**config.mk**
```make
export PLATFORM = sky130hd
export DESIGN_NAME = axi4_lite_cmd_master
export DESIGN_NICKNAME = d
export VERILOG_FILES = /design/src/rtl/axi4_lite_pkg.sv /design/src/rtl/axi4_lite_timeout.sv /design/src/rtl/axi4_lite_cmd_master.sv
export SDC_FILE = /design/constraint.sdc
export NUM_CORES = 1
export LEC_CHECK = 0
export ABC_CLOCK_PERIOD_IN_PS = 6200
export CORE_ASPECT_RATIO = 2
export CORE_MARGIN = 2
export CORE_UTILIZATION = 33
export CTS_BUF_LIST = sky130_fd_sc_hd__clkbuf_8
export DETAILED_ROUTE_END_ITERATION = 12
export GPL_TIMING_DRIVEN = 0
export PLACE_DENSITY_LB_ADDON = 0.1
export SLEW_MARGIN = 20
export SYNTH_ARGS = -nofsm -noshare
export SYNTH_HDL_FRONTEND = slang
export SYNTH_HIERARCHICAL = 1
export SYNTH_SLANG_ARGS = --single-unit
```
**constraint.sdc**
```tcl
create_clock -name ACLK -period 6.2 [get_ports ACLK]
set_input_delay 0.62 -clock ACLK [delete_from_list [all_inputs] [get_ports ACLK]]
set_output_delay 0.62 -clock ACLK [all_outputs]
set_load 0.005 [all_outputs]
```
**src/rtl/axi4_lite_pkg.sv**
```systemverilog
// Shared AXI4-Lite definitions: response codes and the command-master state encoding.
package axi4_lite_pkg;

  localparam logic [1:0] AXI_RESP_OK     = 2'b00;
  localparam logic [1:0] AXI_RESP_EXOKAY = 2'b01;
  localparam logic [1:0] AXI_RESP_SLVERR = 2'b10;
  localparam logic [1:0] AXI_RESP_DECERR = 2'b11;

  typedef enum logic [2:0] {
    ST_IDLE  = 3'd0,
    ST_WRITE = 3'd1,
    ST_WRESP = 3'd2,
    ST_RADDR = 3'd3,
    ST_RDATA = 3'd4,
    ST_RSP   = 3'd5,
    ST_DRAIN = 3'd6
  } state_t;

endpackage

```
**src/rtl/axi4_lite_timeout.sv**
```systemverilog
// Response-wait watchdog: counts enabled cycles after a clear and flags when TIMEOUT is reached.
module axi4_lite_timeout #(
  parameter int TIMEOUT = 1024
) (
  input  logic ACLK,
  input  logic ARESETN,
  input  logic clear,
  input  logic enable,
  output logic expired
);

  // A zero TIMEOUT still needs a legal one-bit counter even though it never expires.
  localparam int CW = (TIMEOUT > 0) ? $clog2(TIMEOUT + 1) : 1;

  logic [CW-1:0] count_r;
  logic          expired_s;

  // Wait-cycle counter; saturates at expiry so it cannot wrap back to zero.
  always_ff @(posedge ACLK) begin
    if (!ARESETN) begin
      count_r <= '0;
    end else if (clear) begin
      count_r <= '0;
    end else if (enable && !expired_s) begin
      count_r <= count_r + CW'(1);
    end else begin
      count_r <= count_r;
    end
  end

  // Expiry decode.
  always_comb begin
    if (TIMEOUT == 0) begin
      expired_s = 1'b0;
    end else begin
      expired_s = (count_r == CW'(TIMEOUT));
    end
  end

  assign expired = expired_s;

endmodule

```
**src/rtl/axi4_lite_cmd_master.sv**
```systemverilog
// Single-outstanding AXI4-Lite master: turns a command/response handshake into AW/W/B or AR/R traffic.
module axi4_lite_cmd_master
  import axi4_lite_pkg::*;
#(
  parameter int DATA_WIDTH = 32,
  parameter int ADDR_WIDTH = 32,
  parameter int TIMEOUT    = 1024
) (
  input  logic                    ACLK,
  input  logic                    ARESETN,
  input  logic                    cmd_valid,
  output logic                    cmd_ready,
  input  logic                    cmd_wr,
  input  logic [ADDR_WIDTH-1:0]   cmd_addr,
  input  logic [DATA_WIDTH-1:0]   cmd_wdata,
  input  logic [DATA_WIDTH/8-1:0] cmd_wstrb,
  output logic                    rsp_valid,
  input  logic                    rsp_ready,
  output logic [DATA_WIDTH-1:0]   rsp_rdata,
  output logic [1:0]              rsp_resp,
  output logic                    rsp_timeout,
  output logic [ADDR_WIDTH-1:0]   AWADDR,
  output logic                    AWVALID,
  input  logic                    AWREADY,
  output logic [DATA_WIDTH-1:0]   WDATA,
  output logic [DATA_WIDTH/8-1:0] WSTRB,
  output logic                    WVALID,
  input  logic                    WREADY,
  input  logic [1:0]              BRESP,
  input  logic                    BVALID,
  output logic                    BREADY,
  output logic [ADDR_WIDTH-1:0]   ARADDR,
  output logic                    ARVALID,
  input  logic                    ARREADY,
  input  logic [DATA_WIDTH-1:0]   RDATA,
  input  logic [1:0]              RRESP,
  input  logic                    RVALID,
  output logic                    RREADY
);

  localparam int STRB_WIDTH = DATA_WIDTH / 8;

  state_t                  state_r, state_s;
  logic                    cmd_wr_r, cmd_wr_s;
  logic [ADDR_WIDTH-1:0]   addr_r, addr_s;
  logic [DATA_WIDTH-1:0]   wdata_r, wdata_s;
  logic [STRB_WIDTH-1:0]   wstrb_r, wstrb_s;
  logic                    awvalid_r, awvalid_s;
  logic                    wvalid_r, wvalid_s;
  logic                    bready_r, bready_s;
  logic                    arvalid_r, arvalid_s;
  logic                    rready_r, rready_s;
  logic                    cmd_ready_r, cmd_ready_s;
  logic                    rsp_valid_r, rsp_valid_s;
  logic                    rsp_timeout_r, rsp_timeout_s;
  logic [1:0]              rsp_resp_r, rsp_resp_s;
  logic [DATA_WIDTH-1:0]   rsp_rdata_r, rsp_rdata_s;
  logic                    timer_clear_s;
  logic                    timer_enable_s;
  logic                    timer_expired_s;

  axi4_lite_timeout #(
    .TIMEOUT (TIMEOUT)
  ) u_timeout (
    .ACLK    (ACLK),
    .ARESETN (ARESETN),
    .clear   (timer_clear_s),
    .enable  (timer_enable_s),
    .expired (timer_expired_s)
  );

  // State and all output registers; every AXI/response output comes straight from a flop.
  always_ff @(posedge ACLK) begin
    if (!ARESETN) begin
      state_r       <= ST_IDLE;
      cmd_wr_r      <= 1'b0;
      addr_r        <= '0;
      wdata_r       <= '0;
      wstrb_r       <= '0;
      awvalid_r     <= 1'b0;
      wvalid_r      <= 1'b0;
      bready_r      <= 1'b0;
      arvalid_r     <= 1'b0;
      rready_r      <= 1'b0;
      cmd_ready_r   <= 1'b0;
      rsp_valid_r   <= 1'b0;
      rsp_timeout_r <= 1'b0;
      rsp_resp_r    <= 2'b00;
      rsp_rdata_r   <= '0;
    end else begin
      state_r       <= state_s;
      cmd_wr_r      <= cmd_wr_s;
      addr_r        <= addr_s;
      wdata_r       <= wdata_s;
      wstrb_r       <= wstrb_s;
      awvalid_r     <= awvalid_s;
      wvalid_r      <= wvalid_s;
      bready_r      <= bready_s;
      arvalid_r     <= arvalid_s;
      rready_r      <= rready_s;
      cmd_ready_r   <= cmd_ready_s;
      rsp_valid_r   <= rsp_valid_s;
      rsp_timeout_r <= rsp_timeout_s;
      rsp_resp_r    <= rsp_resp_s;
      rsp_rdata_r   <= rsp_rdata_s;
    end
  end

  // Next-state and next-output decode; outputs are computed for the coming state, then registered.
  always_comb begin
    state_s        = state_r;
    cmd_wr_s       = cmd_wr_r;
    addr_s         = addr_r;
    wdata_s        = wdata_r;
    wstrb_s        = wstrb_r;
    awvalid_s      = awvalid_r;
    wvalid_s       = wvalid_r;
    bready_s       = bready_r;
    arvalid_s      = arvalid_r;
    rready_s       = rready_r;
    cmd_ready_s    = cmd_ready_r;
    rsp_valid_s    = rsp_valid_r;
    rsp_timeout_s  = rsp_timeout_r;
    rsp_resp_s     = rsp_resp_r;
    rsp_rdata_s    = rsp_rdata_r;
    timer_clear_s  = 1'b0;
    timer_enable_s = 1'b0;

    case (state_r)
      ST_IDLE: begin
        cmd_ready_s = 1'b1;
        if (cmd_valid && cmd_ready_r) begin
          cmd_ready_s = 1'b0;
          cmd_wr_s    = cmd_wr;
          addr_s      = cmd_addr;
          wdata_s     = cmd_wdata;
          wstrb_s     = cmd_wstrb;
          if (cmd_wr) begin
            state_s   = ST_WRITE;
            awvalid_s = 1'b1;
            wvalid_s  = 1'b1;
          end else begin
            state_s   = ST_RADDR;
            arvalid_s = 1'b1;
          end
        end else begin
          state_s = ST_IDLE;
        end
      end

      ST_WRITE: begin
        // AW and W retire independently; leave only once both are done.
        if (awvalid_r && AWREADY) begin
          awvalid_s = 1'b0;
        end else begin
          awvalid_s = awvalid_r;
        end
        if (wvalid_r && WREADY) begin
          wvalid_s = 1'b0;
        end else begin
          wvalid_s = wvalid_r;
        end
        if (!awvalid_s && !wvalid_s) begin
          state_s       = ST_WRESP;
          bready_s      = 1'b1;
          timer_clear_s = 1'b1;
        end else begin
          state_s = ST_WRITE;
        end
      end

      ST_WRESP: begin
        // A B handshake in the expiry cycle still wins over the timeout.
        if (BVALID && bready_r) begin
          state_s     = ST_RSP;
          bready_s    = 1'b0;
          rsp_valid_s = 1'b1;
          rsp_resp_s  = BRESP;
          rsp_rdata_s = '0;
        end else if (timer_expired_s) begin
          state_s       = ST_RSP;
          bready_s      = 1'b0;
          rsp_valid_s   = 1'b1;
          rsp_timeout_s = 1'b1;
          rsp_resp_s    = AXI_RESP_SLVERR;
          rsp_rdata_s   = '0;
        end else begin
          timer_enable_s = 1'b1;
        end
      end

      ST_RADDR: begin
        if (ARREADY) begin
          state_s       = ST_RDATA;
          arvalid_s     = 1'b0;
          rready_s      = 1'b1;
          timer_clear_s = 1'b1;
        end else begin
          state_s = ST_RADDR;
        end
      end

      ST_RDATA: begin
        if (RVALID && rready_r) begin
          state_s     = ST_RSP;
          rready_s    = 1'b0;
          rsp_valid_s = 1'b1;
          rsp_resp_s  = RRESP;
          rsp_rdata_s = RDATA;
        end else if (timer_expired_s) begin
          state_s       = ST_RSP;
          rready_s      = 1'b0;
          rsp_valid_s   = 1'b1;
          rsp_timeout_s = 1'b1;
          rsp_resp_s    = AXI_RESP_SLVERR;
          rsp_rdata_s   = '0;
        end else begin
          timer_enable_s = 1'b1;
        end
      end

      ST_RSP: begin
        if (rsp_ready) begin
          rsp_valid_s = 1'b0;
          if (rsp_timeout_r) begin
            // The slave still owes a response; reopen its channel to swallow it.
            state_s  = ST_DRAIN;
            bready_s = cmd_wr_r;
            rready_s = !cmd_wr_r;
          end else begin
            state_s     = ST_IDLE;
            cmd_ready_s = 1'b1;
          end
        end else begin
          state_s = ST_RSP;
        end
      end

      ST_DRAIN: begin
        if ((cmd_wr_r && BVALID) || (!cmd_wr_r && RVALID)) begin
          state_s       = ST_IDLE;
          bready_s      = 1'b0;
          rready_s      = 1'b0;
          rsp_timeout_s = 1'b0;
          cmd_ready_s   = 1'b1;
        end else begin
          state_s = ST_DRAIN;
        end
      end

      default: begin
        state_s       = ST_IDLE;
        awvalid_s     = 1'b0;
        wvalid_s      = 1'b0;
        bready_s      = 1'b0;
        arvalid_s     = 1'b0;
        rready_s      = 1'b0;
        cmd_ready_s   = 1'b0;
        rsp_valid_s   = 1'b0;
        rsp_timeout_s = 1'b0;
      end
    endcase
  end

  assign cmd_ready   = cmd_ready_r;
  assign rsp_valid   = rsp_valid_r;
  assign rsp_rdata   = rsp_rdata_r;
  assign rsp_resp    = rsp_resp_r;
  assign rsp_timeout = rsp_timeout_r;
  assign AWADDR      = addr_r;
  assign AWVALID     = awvalid_r;
  assign WDATA       = wdata_r;
  assign WSTRB       = wstrb_r;
  assign WVALID      = wvalid_r;
  assign BREADY      = bready_r;
  assign ARADDR      = addr_r;
  assign ARVALID     = arvalid_r;
  assign RREADY      = rready_r;

endmodule
```
# Yosys cells after proc, flatten, opt, wreduce, memory -nomap -nowiden
# Cells that the tools add are included.
totals:
  regBits: 125
  input_bits: 114
  word_cells: 141
op_classes:
  addsub: 1
  n_eq_ne: 20
  mux: 64
  bitwise: 8
  n_reduce_logical: 32
ops:
  columns: ["op", "count"]
  rows:
  - ["two-way mux 32 bit", 3]
  - ["case mux 32 bit (2 select lines)", 1]
  - ["two-way mux 1 bit", 35]
  - ["two-way mux 3 bit", 8]
  - ["inequality test 2 bit, second input constant", 11]
  - ["case mux 3 bit (7 select lines)", 1]
  - ["case mux 1 bit (4 select lines)", 3]
  - ["AND reduction 4 bit", 3]
  - ["AND reduction 6 bit", 2]
  - ["OR reduction 4 bit", 3]
  - ["adder 11 x 1 -> 11 bit, second input constant", 1]
  - ["== test 11 bit, second input constant", 1]
  - ["two-way mux 2 bit", 5]
  - ["case mux 1 bit (5 select lines)", 2]
  - ["OR reduction 5 bit", 2]
  - ["== test 3 bit, second input constant", 3]
  - ["logical AND 1 bit", 9]
  - ["case mux 1 bit (3 select lines)", 3]
  - ["NOT 1 bit", 8]
  - ["== test 3 x 2 -> 1 bit, second input constant", 2]
  - ["inequality test 3 x 2 -> 1 bit, second input constant", 2]
  - ["OR reduction 3 bit", 2]
  - ["zero test 1 bit", 4]
  - ["case mux 1 bit (2 select lines)", 2]
  - ["8 further kinds", 9]

# Longest topological paths before layout
# Gate-level depths: netlist of the first run.
logic_depth:
  word_depth: 8
  ltp_mapped: 10
  depth_no_buf: 8

# Modules after synthesis
# Netlist of the first run, hierarchy kept.
by_module_without_submodules:
  columns: ["mod", "instances", "cells_each", "area_each_um2"]
  rows:
  - ["axi4_lite_cmd_master", 1, 531, 4569.4]
  - ["axi4_lite_timeout", 1, 71, 605.6]

# Worst setup path before layout of the first run
# Ideal clock, no wire load.
synth_timing:
  path_kind: "register -> register"
  startpoint: "register u_timeout.count_r[0]"
  endpoint: "register u_timeout.count_r[9]"
  setup_ps: 70
  arrival_time_ps: 2229
  required_time_ps: 6130
  slack_ps: 3901
  path_stages_with_launch: 11
  n_path_buf: 2
  path_cell_list: "dfxtp_1 -> inv_1 -> ha_1 -> or2b_2 -> nor3_1 -> clkbuf_1 -> nor3_1 -> buf_2 -> nand4_1 -> or4_1 -> a21oi_1"
synth_between:
  elab_chain_cells: 5
  word_cells_on_any_way: 8
  cone_classes: "1 x add/sub; 1 x eq/ne; 4 x mux; 2 x reduce/logical"
synth_rtl:
  columns: ["element", "line_no", "source"]
  rows:
  - ["start, declared", "axi4_lite_timeout.sv:15", "logic [CW-1:0] count_r;"]
  - ["start signal, assigned", "axi4_lite_timeout.sv:25", "count_r <= count_r + CW'(1);"]
  - ["start signal, assigned", "axi4_lite_timeout.sv:27", "count_r <= count_r;"]
  - ["== test 11 bit *", "axi4_lite_timeout.sv:36", "expired_s = (count_r == CW'(TIMEOUT));"]
  - ["named net timer_expired_s", "axi4_lite_cmd_master.sv:60", "logic timer_expired_s;"]
  - ["two-way mux 1 bit *", "axi4_lite_cmd_master.sv:180, axi4_lite_cmd_master.sv:210", null]
  - ["two-way mux 1 bit (on tied branches)", "axi4_lite_cmd_master.sv:204, axi4_lite_cmd_master.sv:174", null]
  - ["case mux 1 bit (2 select lines) *", "axi4_lite_cmd_master.sv:129", "case (state_r)"]
  - ["named net timer_enable_s", "axi4_lite_cmd_master.sv:59", "logic timer_enable_s;"]
  - ["logical AND 1 bit *", "axi4_lite_timeout.sv:24", "end else if (enable && !expired_s) begin"]
# Mark *: on every way through the listed nets, which the timed path passes. The rest lies on a longest branch.
# A chain may end at the register's enable or synchronous reset.

# Worst setup path in the final report of the first run
# Ends and elaborated chain as after synthesis.

==> results of run 1 <==
-- where the power goes --
group	leakage, nW	internal [mW]	switching [mW]
combinational	1.84	0.353	0.282
clock	0.188	0.367	0.345
sequential	1.01	0.874	0.0576
total	3.04	1.59	0.685
-- routing by layer --
layer  vias up  part of all wire (%)
li1       2603                     -
met1      2436                    35
met2       212                    55
met4         0                   2.4
met5         -                     0
met3        29                   7.8
-- through the flow --
stage	power, mW	utilization, %
finish	2.28	54.7
global route	2.41	54.7
CTS	2.32	54.7
detailed placement	1.59	52.1
global placement	1.57	52.1
floorplan	1.24	-
-- sequential cells by signal, summed over array words and instances (netlist names), 2 cells and up --
name,flops
rsp_resp,2
state_r,3
rsp_rdata,32
WSTRB,4
WDATA,32
ARADDR,32
u_timeout/count_r,11
-- critical path: stages, from the launching register on --
cell	delay, ns
dfxtp_1	0.42
inv_1	0.07
ha_1	0.19
or2b_2	0.19
nor3_1	0.07
clkbuf_1	0.23
nor3_1	0.22
buf_2	0.23
nand4_1	0.30
or4_1	0.58
a21oi_1	0.14
-- final cells by class --
| class | count | area [um2] |
|---|---|---|
| inverters | 8 | 30.0 |
| clock buffers | 18 | 248 |
| multi-input cells | 397 | 2190 |
| repair buffers | 255 | 2550 |
| flip-flops and latches | 125 | 2500 |
| clock inverters | 14 | 146 |
| plain buffers | 72 | 449 |
| well taps | 198 | 248 |
| fillers | 1429 | 6930 |
-- worst min path at each step --
stage / startpoint / to / slack (ns) / cells after the start
after floorplan: u_timeout/count_r[10] / u_timeout/count_r[10] / 0.45 / 2
after global placement: WDATA[10] / WDATA[10] / 0.44 / 2
after detailed placement: WDATA[14] / WDATA[14] / 0.45 / 2
after CTS: WDATA[30] / WDATA[30] / 0.46 / 2
after global routing: WDATA[30] / WDATA[30] / 0.47 / 2
final: WDATA[30] / WDATA[30] / 0.46 / 2
-- cell usage after synthesis (2+ instances only) --
cell type and number:
nand3_1 12, o21ai_0 20, a21oi_1 84, nor2_1 10, nor4bb_1 2, buf_2 17
ha_1 2, a22o_1 34, a211o_1 2, clkbuf_1 18, dfxtp_1 125, a31oi_1 2
nand2b_1 4, buf_6 5, nand2_1 150, or4_1 5, xor2_1 2, a211oi_1 2
nor3_1 7, or3_1 4, nand3b_1 2, o31ai_1 4, inv_1 8, nand4b_1 2
buf_4 32, mux2i_1 4, nand4_1 4, nor2b_1 8, a22oi_1 2, nor4b_1 2
-- kinds of logic (layout without fill, tap and decap cells) --
group	Yosys count	after routing	share of synthesized area, %
multiplexers	4	4	0.774
buffers and inverters	80	367	9.26
AND/OR/NAND/NOR	224	224	20.2
AO/OA/AOI/OAI	164	164	20.5
XOR/XNOR	3	3	0.508
adder cells (fa/ha/maj)	2	2	0.483
flip-flops	125	125	48.4
==> impl_metrics.csv, run 1 <==
group,metric,value,unit
global_route,grt_max_degree,17,
global_route,met1_usage,20.1,%
sta,fmax,0.370,GHz
yosys,seq_area_frac_synth,48.4,%
yosys,ys_warn_count,6,
cells_and_area,final_common_cell,"clkdlybuf4s50_1",
yosys,syn_area,5170,um2
clock_network,insertion_delay,0.44,ns
setup_path,reg2regPathDepth,10,
power_and_ir_drop,peakVddDrop,167,uV
yosys,synthArstFlopShare,0,%
cells_and_area,mostFrequentLayoutCells,"255 x clkdlybuf4s50_1, 150 x nand2_1, 125 x dfxtp_1",
yosys,synth_cell_types,57,
floorplanning,die_w,92.6,um
yosys,syn_nets,718,
sta,fin_ws,3.50,ns
setup_path,rr_startpoint,"u_timeout/count_r[0]",
global_route,grt_pass1_wl,27900,um
setup_path,cp_max_fo,10,
global_route,busiest_layer,"met2",
sta,fin_crit,2.70,ns
setup_path,setup.worst_path.end,"u_timeout/count_r[9]",
sta,tightest_slew,0.636,ns
yosys,synth_top_area_share,48.4,%
clock_network,cts_tree,"yes",
hold_path,hp-class,"reg2reg",
clock_network,clock_path_buffers,2,
floorplanning,die_h,181,um
global_route,use_met3,7.13,%
setup_path,r2r_end,"u_timeout/count_r[9]",
sta,hold_viol,0,
sta,slew_viol_final,0,
yosys,yosys_most_used_dff,"dfxtp_1",
clock_network,ctsHoldBuffers,0,
cells_and_area,final_layout_size_suffix_gt1_share,10.7,%
status,status,"finished, final reports clean",
setup_path,path_class,"reg2reg",
cells_and_area,final_cells,1087,
global_route,grtUsageTotal,20.9,%
clock_network,root_buffer,"clkbuf_8",
route,firstDrtPassIters,4,
route,first_iter_violations,178,
setup_path,endpoint_kind,"register",
setup_path,crit_arrival,3.07,ns
route,ant_nets,0,
placement,dp_hpwl,13500,um
setup_path,crit_path_start,"u_timeout/count_r[0]",
global_route,gr-total-overflow,0,
cells_and_area,areaGrowthSynthToFinish,61.7,%
route,drc,0,
floorplanning,dieArea,16800,um2
power_and_ir_drop,p_per_area,272,nW/um2
floorplanning,ioPinCount,256,
placement,placed_cells,1055,
flow_run,cap_violations,0,
power_and_ir_drop,power.leakage,3.04,nW
cells_and_area,fin_nets,992,
cells_and_area,final_cell_area,8370,um2
setup_path,crit_required,6.57,ns
global_route,grt_pass1_vias,5504,
clock_network,numCtsBuffers,17,
yosys,synth_top_cells_by_area,"dfxtp_1 48%, nand2_1 11%, a21oi_1 8.1%, a22o_1 5.8%, buf_4 4.6%",
yosys,syn_inst,602,
clock_network,post_cts_resized,0,
floorplanning,core_area,15300,um2
cells_and_area,antennaDiodeCount,0,
placement,placed_area,7980,um2
yosys,ys_ff_latch,125,
sta,rsz0062_at_grt,"no",
clock_network,cts.sinks,125,
placement,io_buffer_count,255,
route,dr_total_vias,5280,
yosys,synth_edf_count,0,
setup_path,r2r_slack,3.50,ns
global_route,use_met2,39.4,%
route,wl,17400,um
floorplanning,initial_core_util,33.8,%
yosys,avgSynthCellArea,8.60,um2
sta,fin_skew,0.0147,ns
route,vias_per_cell,4.86,
route,routedWlPerCell,16.0,um
placement,routabilityCongestion,0.873,
placement,dp_slack,3.31,ns
sta,tns,0,ns
sta,setup_viol,0,
setup_path,crit_path_start_kind,"register",
yosys,synth_top_area_cell,"dfxtp_1",
sta,period_share,43.6,%
clock_network,cts_setup_buffers,0,
global_route,antenna_found_initial,0,
sta,timing.hold.ws,0.458,ns
clock_network,clkTransAtPathRegs,0.07,ns
clock_network,h-tree-depth,4,
floorplanning,num_rows,64,
sta,maxSlewHeadroom,57.6,%
Power figures use the tool's default switching activity.
==> run 2: changes to the inputs <==
Settings changed: ABC_CLOCK_PERIOD_IN_PS 6200 to 2710.
Clock period 6.2 ns to 2.71 ns, I/O delays scaled along.
==> impl_metrics.csv, run 2 (synthesized netlist as in run 1, its figures left out) <==
group,metric,value,unit
route,ant_nets,0,
clock_network,root_buffer,"clkbuf_8",
sta,tns,0,ns
setup_path,path_common_cell,"nor3_1",
power_and_ir_drop,p_per_area,623,nW/um2
global_route,antenna_found_initial,0,
placement,dp_hpwl,13500,um
power_and_ir_drop,total_power,5.22,mW
setup_path,crit_chain,"inv_1 -> ha_1 -> or2b_2 -> nor3_1 -> clkbuf_2 -> nor3_1 -> buf_2 -> nand4_1 -> buf_4 -> or3_1 -> a21oi_1",
flow_run,cap_violations,0,
hold_path,hold-path-endpoint,"WDATA[1]",
sta,rsz0062_at_grt,"no",
power_and_ir_drop,peakVddDrop,381,uV
global_route,gr-total-overflow,0,
route,wl,17500,um
setup_path,r2r_slack,0.30,ns
global_route,grtUsageTotal,20.9,%
hold_path,hold_depth,3,
power_and_ir_drop,power.leakage,3.04,nW
hold_path,hp-class,"in2reg",
floorplanning,dieArea,16800,um2
sta,fin_crit,2.41,ns
cells_and_area,antennaDiodeCount,0,
cells_and_area,final_layout_size_suffix_gt1_share,10.9,%
floorplanning,ioPinCount,256,
cells_and_area,fin_nets,993,
setup_path,cp_max_fo,10,
setup_path,r2r_end,"u_timeout/count_r[7]",
route,drc,0,
setup_path,reg2regPathDepth,11,
status,status,"finished, final reports clean",
clock_network,ctsHoldBuffers,0,
clock_network,insertion_delay,0.45,ns
setup_path,crit_path_top_delay_cell,"dfxtp_1",
placement,routabilityCongestion,0.873,
setup_path,rr_startpoint,"u_timeout/count_r[0]",
setup_path,slowest_delay,0.42,ns
route,dr_total_vias,5285,
hold_path,hold_start,"cmd_wdata[1]",
floorplanning,die_w,92.6,um
clock_network,cts_tree,"yes",
floorplanning,initial_core_util,33.8,%
cells_and_area,final_common_cell,"clkdlybuf4s50_1",
setup_path,crit_arrival,2.78,ns
setup_path,path_class,"reg2reg",
setup_path,crit_buf_inv,4,
clock_network,clock_path_buffers,2,
global_route,grt_pass1_wl,27900,um
sta,fin_skew,0.0152,ns
cells_and_area,mostFrequentLayoutCells,"255 x clkdlybuf4s50_1, 150 x nand2_1, 125 x dfxtp_1",
placement,io_buffer_count,255,
sta,slew_viol_final,0,
setup_path,cp.depth,11,
floorplanning,num_rows,64,
sta,maxSlewHeadroom,57.3,%
global_route,grt_max_degree,17,
route,routedWlPerCell,16.1,um
clock_network,numCtsBuffers,17,
setup_path,worst_path_dominant_cell_family,"simple AND/OR/NAND/NOR gates",
route,firstDrtPassIters,6,
floorplanning,die_h,181,um
sta,hold_viol,0,
sta,tightest_slew,0.640,ns
setup_path,crit_required,3.08,ns
floorplanning,core_area,15300,um2
sta,setup_viol,0,
clock_network,h-tree-depth,4,
global_route,grt_pass1_vias,5504,
route,first_iter_violations,160,
clock_network,cts.sinks,125,
setup_path,crit_path_start_kind,"register",
sta,period_share,88.8,%
route,vias_per_cell,4.86,
clock_network,clkTransAtPathRegs,0.08,ns
cells_and_area,areaGrowthSynthToFinish,61.9,%
setup_path,endpoint_kind,"register",
sta,fmax,0.415,GHz
## run 2: changes by cell type in the layout (fill, tap and decap cells not counted), sizes merged
cell  change
buf       +1
## run 2: cell type report
cell class / instances / area, um2
clock buffer: 18 / 248
fill: 1430 / 6920
buffer: 72 / 450
timing repair buffer: 256 / 2560
tap: 198 / 248
inverter: 8 / 30.0
clock inverter: 14 / 146
multi-input combinational: 397 / 2190
sequential: 125 / 2500
## run 2: report_power, final
group | leakage [nW] | total (mW) | internal (mW) | switching (mW)
clock | 0.188 | 1.63 | 0.839 | 0.795
combinational | 1.84 | 1.45 | 0.808 | 0.644
sequential | 1.01 | 2.13 | 2.00 | 0.131
## run 2: worst max-delay path by stage
stage	start	end	slack, ns
after floorplan	u_timeout/count_r[0]	u_timeout/count_r[9]	0.41
after global placement	u_timeout/count_r[0]	u_timeout/count_r[9]	0.09
after detailed placement	u_timeout/count_r[0]	u_timeout/count_r[9]	0.03
after CTS	u_timeout/count_r[0]	u_timeout/count_r[9]	0.02
after global routing	u_timeout/count_r[3]	u_timeout/count_r[0]	0.09
final	u_timeout/count_r[0]	u_timeout/count_r[7]	0.30
## run 2: routing by layer
| layer | up-vias | track usage [%] | routed length (um) |
|---|---|---|---|
| met2 | 212 | 39.4 | 9500 |
| li1 | 2605 | - | - |
| met4 | 0 | 8.66 | 424 |
| met5 | - | 0 | 0 |
| met1 | 2439 | 20.1 | 6170 |
| met3 | 29 | 7.13 | 1380 |
## run 2: stage by stage
stage	std cells	util [%]	area (um2)	worst slack, ns	hold slack (ns)
after floorplan	602	-	5170	0.411	0.404
after global placement	1055	52.1	7980	0.0858	0.443
after detailed placement	1055	52.1	7980	0.0304	0.450
after CTS	1087	54.7	8370	0.0214	0.335
after global routing	1088	54.8	8380	0.0912	0.349
final	1088	54.8	8380	0.303	0.365
## run 2: worst reg2reg max path, delay by kind of cell, from the launching register on
kind	cells	cell delay (ns)
AOI/OAI and AO/OA	1	0.14
adders and majority gates	1	0.19
buffers and inverters	4	0.68
DFF	1	0.42
and+or+nand+nor	5	0.92
## run 2: what timing repair did
item | CTS | global route
buffers inserted | 0 | 1
setup endpoints to repair | 0 | 5
gates resized for setup | 0 | 2
==> run 3: changes to the inputs <==
Settings changed: CTS_CLUSTER_DIAMETER set to 60, GPL_TIMING_DRIVEN 0 to unset.
==> impl_metrics.csv, run 3 (synthesized netlist as in run 1, its figures left out) <==
group,metric,value,unit
power_and_ir_drop,power.leakage,2.82,nW
cells_and_area,mostFrequentLayoutCells,"255 x clkdlybuf4s50_1, 150 x nand2_1, 125 x dfxtp_1",
floorplanning,dieArea,16800,um2
setup_path,crit_buf_inv,3,
clock_network,ctsHoldBuffers,0,
setup_path,crit_path_start_kind,"register",
setup_path,r2r_end,"u_timeout/count_r[8]",
setup_path,crit_arrival,2.83,ns
setup_path,crit_path_top_delay_cell,"dfxtp_1",
cells_and_area,final_layout_size_suffix_gt1_share,6.99,%
clock_network,h-tree-depth,4,
setup_path,endpoint_kind,"register",
clock_network,numCtsBuffers,17,
clock_network,clkTransAtPathRegs,0.08,ns
sta,setup_viol,0,
route,vias_per_cell,4.94,
sta,fmax,0.405,GHz
sta,fin_crit,2.47,ns
cells_and_area,fin_nets,935,
route,drc,0,
cells_and_area,antennaDiodeCount,0,
setup_path,cp_max_fo,9,
clock_network,insertion_delay,0.43,ns
sta,maxSlewHeadroom,47.5,%
route,dr_total_vias,5081,
setup_path,path_class,"reg2reg",
clock_network,post_cts_resized,0,
floorplanning,die_h,181,um
cells_and_area,seq_area,2500,um2
clock_network,cts_tree,"yes",
cells_and_area,multi_input_area,2210,um2
flow_run,cap_violations,0,
global_route,grt_pass1_vias,5176,
cells_and_area,final_common_cell,"clkdlybuf4s50_1",
sta,period_share,91.1,%
sta,hold_viol,0,
global_route,antenna_found_initial,0,
setup_path,r2r_slack,0.24,ns
power_and_ir_drop,p_per_area,631,nW/um2
status,status,"finished, final reports clean",
clock_network,root_buffer,"clkbuf_8",
sta,tns,0,ns
global_route,grt_max_degree,74,
clock_network,cts_setup_buffers,0,
route,wl,16600,um
power_and_ir_drop,peakVddDrop,390,uV
setup_path,crit_chain,"inv_1 -> ha_1 -> or2b_2 -> nor3_1 -> buf_4 -> nor3_1 -> buf_4 -> nand3_1 -> or4_1 -> a21oi_1",
clock_network,clock_path_buffers,2,
setup_path,cp.depth,10,
floorplanning,ioPinCount,256,
hold_path,hp-class,"in2reg",
setup_path,worst_path_dominant_cell_family,"simple AND/OR/NAND/NOR gates",
sta,slew_viol_final,0,
sta,rsz0062_at_grt,"no",
setup_path,rr_startpoint,"u_timeout/count_r[0]",
route,first_iter_violations,170,
placement,dp_hpwl,12000,um
setup_path,slowest_delay,0.42,ns
setup_path,setup.worst_path.end,"u_timeout/count_r[8]",
route,firstDrtPassIters,4,
cells_and_area,areaGrowthSynthToFinish,56.0,%
floorplanning,num_rows,64,
setup_path,reg2regPathDepth,10,
clock_network,cts.sinks,125,
route,routedWlPerCell,16.1,um
floorplanning,initial_core_util,33.8,%
route,ant_nets,0,
setup_path,crit_required,3.07,ns
global_route,grtUsageTotal,19.7,%
cells_and_area,fillers,1401,
setup_path,crit_path_start,"u_timeout/count_r[0]",
global_route,grt_pass1_wl,26400,um
global_route,gr-total-overflow,0,
power_and_ir_drop,total_power,5.10,mW
placement,io_buffer_count,255,
placement,routabilityCongestion,0.780,
floorplanning,core_area,15300,um2
floorplanning,die_w,92.6,um
sta,fin_skew,0.0108,ns
sta,tightest_slew,0.788,ns
## run 3: changes by cell type in the layout (fill, tap and decap cells not counted), moves of 2 or more
cell	delta
buf_12	+2
buf_2	-17
buf_4	-21
buf_6	-5
clkbuf_1	-17
clkinvlp_4	-3
inv_1	-2
inv_6	+3
## run 3: worst reg2reg max path, stage by stage (launching register included)
cell and delay [ns]:
dfxtp_1 0.42, inv_1 0.07, ha_1 0.18, or2b_2 0.19
nor3_1 0.06, buf_4 0.17, nor3_1 0.40, buf_4 0.21
nand3_1 0.12, or4_1 0.42, a21oi_1 0.15
## run 3: report_power, final
group / internal [mW] / switching (mW) / total [mW] / leakage, nW
clock: 0.842 / 0.773 / 1.62 / 0.192
sequential: 2.00 / 0.137 / 2.14 / 1.01
combinational: 0.736 / 0.608 / 1.34 / 1.61
## run 3: per-layer routing
| layer | up-vias | part of all wire [%] | wire [um] | global-route usage (%) |
|---|---|---|---|---|
| met4 | 0 | 1.8 | 295 | 8.00 |
| met3 | 23 | 8.5 | 1410 | 7.21 |
| met1 | 2373 | 36 | 5990 | 19.7 |
| met5 | - | 0 | 0 | 0 |
| met2 | 198 | 54 | 8900 | 36.0 |
| li1 | 2487 | - | - | - |
## run 3: worst min path at each step
stage | from | to | slack (ns) | cells past startpoint
after floorplan | RDATA[0] | rsp_rdata[0] | 0.40 | 1
after global placement | WDATA[22] | WDATA[22] | 0.44 | 2
after detailed placement | WDATA[20] | WDATA[20] | 0.45 | 2
after CTS | cmd_addr[10] | ARADDR[10] | 0.35 | 3
after global routing | cmd_addr[11] | ARADDR[11] | 0.36 | 3
final | cmd_addr[15] | ARADDR[15] | 0.38 | 3
## run 3: area by class of cell
class	instances	share of cell area (%)
well taps	198	3.07
inverters	8	0.372
clock inverters	12	1.71
multi-input cells	397	27.4
clock buffers	18	3.07
repair buffers	270	33.4
flip-flops and latches	125	31.0
## run 3: metrics by stage
step	worst slack, ns	cell area (um2)	util [%]	hold slack, ns	std cells
after floorplan	0.411	5170	-	0.404	602
after global placement	0.267	7670	50.2	0.442	997
after detailed placement	0.225	7690	50.3	0.448	998
after CTS	0.231	8070	52.8	0.354	1028
after global routing	0.115	8070	52.8	0.357	1028
final	0.242	8070	52.8	0.380	1028
